File: config.mk
export PLATFORM = sky130hd
export DESIGN_NAME = bp_fe_ras_multi
export DESIGN_NICKNAME = d
export VERILOG_FILES = /design/src/rtl/bp_fe_pkg.sv /design/src/rtl/bp_fe_ras_op_sel.sv /design/src/rtl/bp_fe_ras_multi.sv
export SDC_FILE = /design/constraint.sdc
export NUM_CORES = 1
export LEC_CHECK = 0
export ABC_AREA = 0
export BUFFER_PORTS_ARGS = -buffer_cell sky130_fd_sc_hd__buf_2
export CAP_MARGIN = 20
export CORE_MARGIN = 2
export CORE_UTILIZATION = 55
export DETAILED_ROUTE_END_ITERATION = 16
export PLACE_DENSITY = 0.83
export SETUP_SLACK_MARGIN = 0.02
export SYNTH_ARGS = -nofsm -noshare
export SYNTH_HDL_FRONTEND = slang
export SYNTH_SLANG_ARGS = --single-unit
File: constraint.sdc
create_clock -name clk_i -period 5.3 [get_ports clk_i]
set_clock_uncertainty 0.05 [all_clocks]
set_input_delay 0.53 -clock clk_i [delete_from_list [all_inputs] [get_ports clk_i]]
set_output_delay 0.53 -clock clk_i [all_outputs]
set_load 0.05 [all_outputs]
File: src/rtl/bp_fe_pkg.sv
// Front-end shared types: RAS checkpoint struct declaration macro and RAS op enum.
`ifndef BP_FE_PKG_SV
`define BP_FE_PKG_SV

// Checkpoint width depends on the instantiating stack's depth, so the struct
// is declared inside the user module through this macro.
`define BP_FE_DECLARE_RAS_CKPT_S(ptr_w, cnt_w) \
  typedef struct packed {                      \
    logic [ptr_w-1:0] ptr;                     \
    logic [cnt_w-1:0] cnt;                     \
  } bp_fe_ras_ckpt_s;

package bp_fe_pkg;

  typedef enum logic [1:0] {
    e_ras_nop     = 2'b00,
    e_ras_push    = 2'b01,
    e_ras_pop     = 2'b10,
    e_ras_replace = 2'b11
  } bp_fe_ras_op_e;

  // Byte distance between consecutive instruction slots in a fetch group
  localparam int unsigned ras_slot_bytes_lp = 4;

endpackage

`endif

File: src/rtl/bp_fe_ras_op_sel.sv
// Priority encoder over a fetch group: first slot flagged as call or return wins.
module bp_fe_ras_op_sel
  import bp_fe_pkg::*;
  #(parameter  int unsigned slots_p       = 2,
    localparam int unsigned slot_width_lp = (slots_p > 1) ? $clog2(slots_p) : 1)
  (input  logic                     v_i,
   input  logic [slots_p-1:0]       call_i,
   input  logic [slots_p-1:0]       ret_i,
   output bp_fe_ras_op_e            op_o,
   output logic [slot_width_lp-1:0] slot_o);

  logic found;

  // Lowest flagged slot selects the op; later slots are ignored
  always_comb begin
    op_o   = e_ras_nop;
    slot_o = '0;
    found  = 1'b0;
    if (v_i) begin
      for (int unsigned i = 0; i < slots_p; i++) begin
        if (!found && (call_i[i] || ret_i[i])) begin
          found  = 1'b1;
          slot_o = slot_width_lp'(i);
          unique case ({call_i[i], ret_i[i]})
            2'b10:   op_o = e_ras_push;
            2'b01:   op_o = e_ras_pop;
            2'b11:   op_o = e_ras_replace;
            default: op_o = e_ras_nop;
          endcase
        end
      end
    end
  end

endmodule

File: src/rtl/bp_fe_ras_multi.sv
// Multi-entry return address stack with per-fetch checkpoint and redirect restore.
module bp_fe_ras_multi
  import bp_fe_pkg::*;
  #(parameter  int unsigned vaddr_width_p = 39,
    parameter  int unsigned depth_p       = 8,
    parameter  int unsigned slots_p       = 2,
    localparam int unsigned ptr_width_lp  = $clog2(depth_p),
    localparam int unsigned cnt_width_lp  = $clog2(depth_p+1),
    localparam int unsigned ckpt_width_lp = ptr_width_lp + cnt_width_lp)
  (input  logic                     clk_i,
   input  logic                     reset_n_i,
   input  logic                     fetch_v_i,
   input  logic [vaddr_width_p-1:0] fetch_pc_i,
   input  logic [slots_p-1:0]       call_i,
   input  logic [slots_p-1:0]       ret_i,
   output logic [vaddr_width_p-1:0] tgt_o,
   output logic                     tgt_v_o,
   output logic [ckpt_width_lp-1:0] ckpt_o,
   input  logic                     restore_v_i,
   input  logic [ckpt_width_lp-1:0] restore_ckpt_i,
   input  logic                     restore_call_i,
   input  logic                     restore_ret_i,
   input  logic [vaddr_width_p-1:0] restore_pc_i,
   output logic [cnt_width_lp-1:0]  count_o,
   output logic                     full_o,
   output logic                     overflow_o);

  `BP_FE_DECLARE_RAS_CKPT_S(ptr_width_lp, cnt_width_lp)

  localparam int unsigned slot_width_lp = (slots_p > 1) ? $clog2(slots_p) : 1;
  localparam logic [cnt_width_lp-1:0] depth_cnt_lp = cnt_width_lp'(depth_p);

  logic [vaddr_width_p-1:0] mem [depth_p];
  logic [ptr_width_lp-1:0]  tos_ptr, ptr_n, base_ptr;
  logic [cnt_width_lp-1:0]  count, cnt_n, base_cnt;
  logic                     ovf_n, wr_en;
  logic [ptr_width_lp-1:0]  wr_idx;
  logic [vaddr_width_p-1:0] ret_addr;

  bp_fe_ras_ckpt_s          ckpt_cur, ckpt_rst;
  bp_fe_ras_op_e            fetch_op, op;
  logic [slot_width_lp-1:0] fetch_slot;

  bp_fe_ras_op_sel #(.slots_p(slots_p)) op_sel
    (.v_i(fetch_v_i), .call_i(call_i), .ret_i(ret_i), .op_o(fetch_op), .slot_o(fetch_slot));

  assign ckpt_cur = '{ptr: tos_ptr, cnt: count};
  assign ckpt_rst = restore_ckpt_i;
  assign ckpt_o   = ckpt_cur;
  assign tgt_o    = mem[tos_ptr];
  assign tgt_v_o  = (count != '0);
  assign count_o  = count;
  assign full_o   = (count == depth_cnt_lp);

  // Restore rebases pointer/count first, then the same push/pop/replace rules apply
  always_comb begin
    base_ptr = tos_ptr;
    base_cnt = count;
    op       = fetch_op;
    ret_addr = fetch_pc_i
             + vaddr_width_p'((32'(fetch_slot) + 32'd1) * ras_slot_bytes_lp);
    if (restore_v_i) begin
      base_ptr = ckpt_rst.ptr;
      base_cnt = ckpt_rst.cnt;
      ret_addr = restore_pc_i + vaddr_width_p'(ras_slot_bytes_lp);
      unique case ({restore_call_i, restore_ret_i})
        2'b10:   op = e_ras_push;
        2'b01:   op = e_ras_pop;
        2'b11:   op = e_ras_replace;
        default: op = e_ras_nop;
      endcase
    end

    ptr_n  = base_ptr;
    cnt_n  = base_cnt;
    ovf_n  = 1'b0;
    wr_en  = 1'b0;
    wr_idx = base_ptr;
    unique case (op)
      e_ras_push: begin
        ptr_n  = base_ptr + 1'b1;
        wr_en  = 1'b1;
        wr_idx = base_ptr + 1'b1;
        if (base_cnt == depth_cnt_lp) ovf_n = 1'b1;
        else                          cnt_n = base_cnt + 1'b1;
      end
      e_ras_pop: begin
        if (base_cnt != '0) begin
          ptr_n = base_ptr - 1'b1;
          cnt_n = base_cnt - 1'b1;
        end
      end
      e_ras_replace: begin
        wr_en = 1'b1;
        if (base_cnt == '0) cnt_n = cnt_width_lp'(1);
      end
      default: ;
    endcase
  end

  // Pointer, count and overflow pulse registers
  always_ff @(posedge clk_i or negedge reset_n_i) begin
    if (!reset_n_i) begin
      tos_ptr    <= '0;
      count      <= '0;
      overflow_o <= 1'b0;
    end else begin
      tos_ptr    <= ptr_n;
      count      <= cnt_n;
      overflow_o <= ovf_n;
    end
  end

  // Stack storage; entries are never rolled back on restore
  always_ff @(posedge clk_i or negedge reset_n_i) begin
    if (!reset_n_i) begin
      for (int unsigned i = 0; i < depth_p; i++) mem[i] <= '0;
    end else if (wr_en) begin
      mem[wr_idx] <= ret_addr;
    end
  end

  a_restore_cnt_legal: assert property (@(posedge clk_i) disable iff (!reset_n_i)
    restore_v_i |-> (ckpt_rst.cnt <= depth_cnt_lp));

endmodule
==> results of run 1 <==
[flip-flops by register name (all words and copies together), names as in the netlist]
signal      flops
overflow_o      1
tos_ptr         3
mem           312
count_o         4
[per-layer routing]
layer	vias to the layer above	share of wire [%]	wire, um
met5	-	0	0
met2	523	48	20100
li1	5722	-	-
met4	0	2.3	965
met1	6327	43	17900
met3	76	6.8	2860
[layout by cell type (no fill, tap or decap), types with 29 or more instances in the layout]
cell type	count
o21ai_0	246
mux4_2	78
mux2_2	46
xnor2_1	44
nand3_1	35
nand2_1	345
buf_2	146
o21ai_1	75
dfrtp_1	317
clkbuf_16	31
nor2_1	29
[final cells by class]
| cell class | instances | area, um^2 |
|---|---|---|
| clock buffer | 46 | 912 |
| clock inverter | 9 | 101 |
| fill | 2221 | 10600 |
| inverter | 18 | 67.6 |
| multi-input combinational | 1119 | 7720 |
| sequential | 320 | 8020 |
| tap | 384 | 480 |
| timing repair buffer | 167 | 958 |
[power groups by stage]
stage,combinational [mW],clock [mW],sequential [mW]
finish,4.15,2.19,4.26
detailed placement,4.11,0,4.26
CTS,4.17,2.20,4.25
global route,4.50,2.31,4.39
floorplan,3.18,0,4.07
global placement,3.95,0,4.17
[Yosys cell counts, types with 5 or more instances]
library cell / instances / area [um^2]
and4_1: 9 / 78.8
buf_2: 24 / 120
dfrtp_1: 320 / 8010
o21ai_2: 8 / 70.1
ha_1: 13 / 163
a21oi_1: 16 / 80.1
nand2b_1: 8 / 50.1
o21ai_1: 75 / 375
nand3_1: 35 / 175
nand2_1: 353 / 1330
and3_1: 11 / 68.8
xor2_1: 17 / 149
clkbuf_1: 56 / 210
nor2_1: 29 / 109
mux4_2: 78 / 1760
and2_1: 5 / 31.3
o21ai_0: 246 / 1230
buf_1: 17 / 63.8
nor4_2: 6 / 75.1
xnor2_1: 44 / 385
nor3_1: 12 / 60.1
nand4_1: 28 / 175
mux2i_1: 26 / 260
inv_1: 18 / 67.6
mux2_2: 46 / 518
nor4_1: 7 / 43.8
[final timing paths]
| path | from | slack, ns | end |
|---|---|---|---|
| worst max register to register | tos_ptr[1] | 1.99 | mem[244] |
| worst max-delay path | tos_ptr[1] | 1.73 | tgt_o[20] |
| worst min register to register | mem[54] | 0.42 | mem[54] |
| worst min-delay path | reset_n_i | -0.03 | count_o[1] |
| min in group clk_i | restore_ckpt_i[3] | 0.35 | count_o[3] |
| max in group asynchronous | reset_n_i | 3.89 | mem[54] |
[metrics by stage]
step | cell area (um^2) | util [%] | power, mW | setup slack (ns) | hold slack [ns]
after floorplan | 16200 | - | 7.25 | 1.65 | 0.184
after global placement | 17200 | 59.7 | 8.13 | 1.53 | 0.405
after detailed placement | 17200 | 59.7 | 8.36 | 1.51 | 0.413
after CTS | 18300 | 63.3 | 10.6 | 1.75 | 0.0378
after global routing | 18300 | 63.3 | 11.2 | 1.69 | 0.0555
final | 18300 | 63.3 | 10.6 | 1.73 | -0.0337
[logic make-up after synthesis]
logic type      Yosys count  share of synthesized area [%]
compound gates          361                           11.6
flops                   320                           49.4
simple gates            529                           15.5
mux                     154                           16.0
buf+inv                 120                           3.10
fa+ha+maj                14                           1.13
xor+xnor                 61                           3.30
==> results_dict.tcl, run 1 <==
set metrics [dict create \
    status "finished, violations left" \
    violations "hold timing" \
    period_share_pct 67.3 \
    crit_arrival_ns 2.99 \
    max_freq_ghz 0.280 \
    cp.depth 4 \
    vias 12600 \
    max_cap_violations 0 \
    worst-path-buf-inv 2 \
    critical_path_class "reg -> out" \
    wire_per_inst_um 20.3 \
    syn_inst 1559 \
    ioPinCount 148 \
    syn_area_mm2 0.0162 \
    die-area_mm2 0.0309 \
    ctsResizeCount 0 \
    cts-root-buf "clkbuf_16" \
    end_kind "output pin" \
    crit_required_ns 4.72 \
    place_hpwl_um 27600 \
    slew_headroom_pct 31.7 \
    grt_max_degree 143 \
    drt-total-wl_um 41800 \
    intPower_mw 6.48 \
    leakage_nw 8.24 \
    die-height_um 176 \
    syn_to_final_growth_pct 12.6 \
    start_util_pct 56.2 \
    seqPwrFrac_pct 40.2 \
    swShare_pct 38.9 \
    cpPeakStageDelay_ns 0.74 \
    worst_pin_slew_ns 0.995 \
    clk_pin_slew_ns 0.06 \
    grt.overflow.total 0 \
    powerDensity_mw_per_mm2 581 \
    busiest_layer "met2" \
    placed_cells 2008 \
    antenna_found_initial 0 \
    whs_ns -0.0337 \
    worstSetupStartpointType "register" \
    crit_chain "buf_4, mux4_2, mux2_2, buf_2" \
    globalRouteMet3Util_pct 3.46 \
    num_rows 62 \
    core_mm2 0.0289 \
    yosys_warnings 0 \
    nNetsFinal 1765 \
    yosysSeqAreaShare_pct 49.4 \
    numClockSinks 320 \
    met2_usage_pct 44.5 \
    die_w_um 176 \
    drv_slew 0 \
    async_reset_ff_share_pct 100 \
    clk_path_buf_depth 3 \
    grt_usage_pct 27.6 \
    antenna_left 0 \
    ctsHoldBuffers 0 \
    drt_iter0_drc 1100 \
    pwr-share-clk_pct 20.7 \
    place.gp.congestion 0.917 \
    rsz0062_at_grt "false" \
    cts_setup_buffers 0 \
    synth_edf_count 0 \
    detail_route.vias_per_cell 6.13 \
    drc 0 \
    drive_gt1_share_pct 23.0 \
    fin_cells 2063 \
    ys_ff_latch 320 \
    syn_nets 1668 \
    portBuffers 147 \
    diodes 0 \
    power_frac_comb_pct 39.1 \
    grt_pass1_wl_um 67700 \
    hold_class "in -> async" \
    yosys_most_used_dff "dfrtp_1" \
    syn_area_per_cell_um2 10.4 \
    finalSetupTns_ns 0 \
    drt-pass1-iter-count 8 \
    power_switching_mw 4.12 \
    cpMaxStageDelayCell "buf_4" \
    setup_viol 0 \
    path_max_fanout 58 \
    htreeDepth 1 \
    reg2regPathDepth 10 \
    cts_tree "done" \
    report.final.hold_viol_count 19 \
    grt_pass1_vias 12700 \
    cts_buffers 30 \
    use_met1_pct 39.4 \
    irDropWorstVdd_mv 0.369 \
    period_minus_slack_ns 3.57 \
    critical_path.top_delay_family "buffers and inverters" \
    clk_latency_ns 0.54 \
    ys_types 59 \
]
Power figures use the tool's default switching activity.
==> run 2: changes to the inputs <==
--- a/config.mk
+++ b/config.mk
@@ -9,9 +9,9 @@
 export BUFFER_PORTS_ARGS = -buffer_cell sky130_fd_sc_hd__buf_2
 export CAP_MARGIN = 20
 export CORE_MARGIN = 2
-export CORE_UTILIZATION = 55
+export CORE_UTILIZATION = 54
 export DETAILED_ROUTE_END_ITERATION = 16
-export PLACE_DENSITY = 0.83
+export PLACE_DENSITY = 0.84
 export SETUP_SLACK_MARGIN = 0.02
 export SYNTH_ARGS = -nofsm -noshare
 export SYNTH_HDL_FRONTEND = slang
==> constraint.sdc (replaced) <==
create_clock -name clk_i -period 2.9 [get_ports clk_i]
set_clock_uncertainty 0.05 [all_clocks]
set_input_delay 0.29 -clock clk_i [delete_from_list [all_inputs] [get_ports clk_i]]
set_output_delay 0.29 -clock clk_i [all_outputs]
set_load 0.05 [all_outputs]
==> run 2 against run 1 <==
  * The run now ends clean
  * Non-clock buffer count up 53
  * Worst setup slack worse by 1.7 ns
  * Critical path type unchanged
  * Register-to-register slack worse by 1.6 ns
  * Design area up 3.1%
  * Global-route usage up 0.78 points
  * Hold slack better by 0.14 ns
  * Clock power up 78%
==> results_dict.tcl, run 2 (synthesis gave the netlist of run 1 again) <==
set metrics [dict create \
    htreeDepth 1 \
    numClockSinks 320 \
    fillers 2185 \
    hold-path-cell-count 3 \
    drt-pass1-iter-count 5 \
    clk_pin_slew_ns 0.07 \
    drt_iter0_drc 1128 \
    status "finished clean" \
    grt_pass1_wl_um 70500 \
    leakage_nw 8.55 \
    nNetsFinal 1819 \
    core_mm2 0.0296 \
    r2r-end "mem[92]" \
    max_freq_ghz 0.354 \
    ioPinCount 148 \
    cts_setup_buffers 0 \
    pre_cts_slack_ns -0.0214 \
    clk_latency_ns 0.55 \
    powerDensity_mw_per_mm2 1040 \
    vias 12900 \
    cts-root-buf "clkbuf_16" \
    crit_arrival_ns 2.49 \
    path_max_fanout 22 \
    period_minus_slack_ns 2.83 \
    top_register "mem" \
    setup_viol 0 \
    reg2regPathDepth 8 \
    die_w_um 177 \
    hold_class "in -> reg" \
    place_hpwl_um 28500 \
    place.gp.congestion 1.00 \
    placed_cell_area_mm2 0.0178 \
    drive_gt1_share_pct 25.7 \
    whs_ns 0.104 \
    hp-start "restore_ckpt_i[3]" \
    final_common_cell "nand2_1" \
    num_rows 63 \
    grt.overflow.total 0 \
    crit_required_ns 2.56 \
    drc 0 \
    grt_max_degree 91 \
    start_util_pct 54.8 \
    report.final.hold_viol_count 0 \
    wire_per_inst_um 20.4 \
    final_cell_mix "345 x nand2_1, 317 x dfrtp_1, 246 x o21ai_0" \
    antenna_left 0 \
    die-height_um 177 \
    irDropWorstVdd_mv 0.637 \
    cts_tree "done" \
    r2r-start "tos_ptr[1]" \
    portBuffers 147 \
    grt_pass1_vias 13600 \
    critical_path_class "reg -> out" \
    grt_usage_pct 28.4 \
    drt-total-wl_um 43400 \
    crit_start "tos_ptr[0]" \
    diodes 0 \
    die-area_mm2 0.0314 \
    period_share_pct 97.5 \
    post-route-cell-area_mm2 0.0188 \
    clk_path_buf_depth 3 \
    end_kind "output pin" \
    r2r_slack_ns 0.35 \
    detail_route.vias_per_cell 6.09 \
    rsz0062_at_grt "true" \
    worst_slack_ns 0.0721 \
    cts_buffers 31 \
    worst_pin_slew_ns 0.884 \
    antenna_found_initial 0 \
    worstSetupStartpointType "register" \
    drv_slew 0 \
    max_cap_violations 0 \
    syn_to_final_growth_pct 16.1 \
    holdPathEnd "count_o[3]" \
    slew_headroom_pct 39.4 \
    largest_reg_flops 312 \
]
==> run 2: changes by cell type in the layout (fill, tap and decap cells not counted), sizes merged <==
cell         before  now
buf             167  218
bufinv            2    0
clkinv            5    9
clkinvlp          1    2
dlygate4sd3       0    1
==> run 2: routing by layer <==
| metal | GRT usage, % | wire, um | vias to the layer above |
|---|---|---|---|
| li1 | - | - | 5814 |
| met3 | 4.08 | 3260 | 91 |
| met1 | 38.5 | 17800 | 6434 |
| met2 | 47.1 | 21200 | 588 |
| met5 | 0 | 0 | - |
| met4 | 10.2 | 1150 | 0 |
==> run 2: worst max-delay path by stage <==
stage / cells past startpoint / endpoint
floorplan: 15 / mem[65]
global placement: 14 / mem[174]
detailed placement: 14 / mem[174]
CTS: 4 / tgt_o[23]
global route: 4 / tgt_o[35]
finish: 4 / tgt_o[33]
==> run 2: where the power goes <==
group	leakage [nW]	internal, mW	switching, mW
clock network	0.493	2.19	1.70
registers	4.01	6.58	1.18
logic	4.05	3.11	4.77
==> run 2: layout make-up <==
type / instances / area (um^2) / share of cell area [%]
flip-flops and latches: 320 / 8020 / 42.6
clock inverters: 12 / 68.8 / 0.366
inverters: 18 / 67.6 / 0.359
clock buffers: 45 / 918 / 4.88
well taps: 390 / 488 / 2.59
multi-input cells: 1119 / 7730 / 41.1
repair buffers: 220 / 1530 / 8.14
==> run 2: what timing repair did <==
action	CTS	global route
setup endpoints to repair	21	28
resized for setup	10	0
cloned	0	1
hold endpoints to repair	63	0
hold buffers	1	0
==> run 2: critical path, stage by stage, from the launching register on <==
cell and delay (ns):
dfrtp_4 0.50, buf_6 0.32, mux4_2 0.57, mux2_2 0.30
buf_2 0.22
==> run 2: through the flow <==
| step | total power [mW] | std cells | utilization (%) | TNS, ns |
|---|---|---|---|---|
| 2_1_floorplan | 13.3 | 1559 | - | 0 |
| 3_3_place_gp | 14.9 | 2065 | 60.1 | 0 |
| 3_5_place_dp | 15.4 | 2065 | 60.1 | -0.166 |
| 4_1_cts | 19.5 | 2123 | 63.6 | 0 |
| 5_1_grt | 20.6 | 2124 | 63.7 | 0 |
| 6_report | 19.5 | 2124 | 63.7 | 0 |
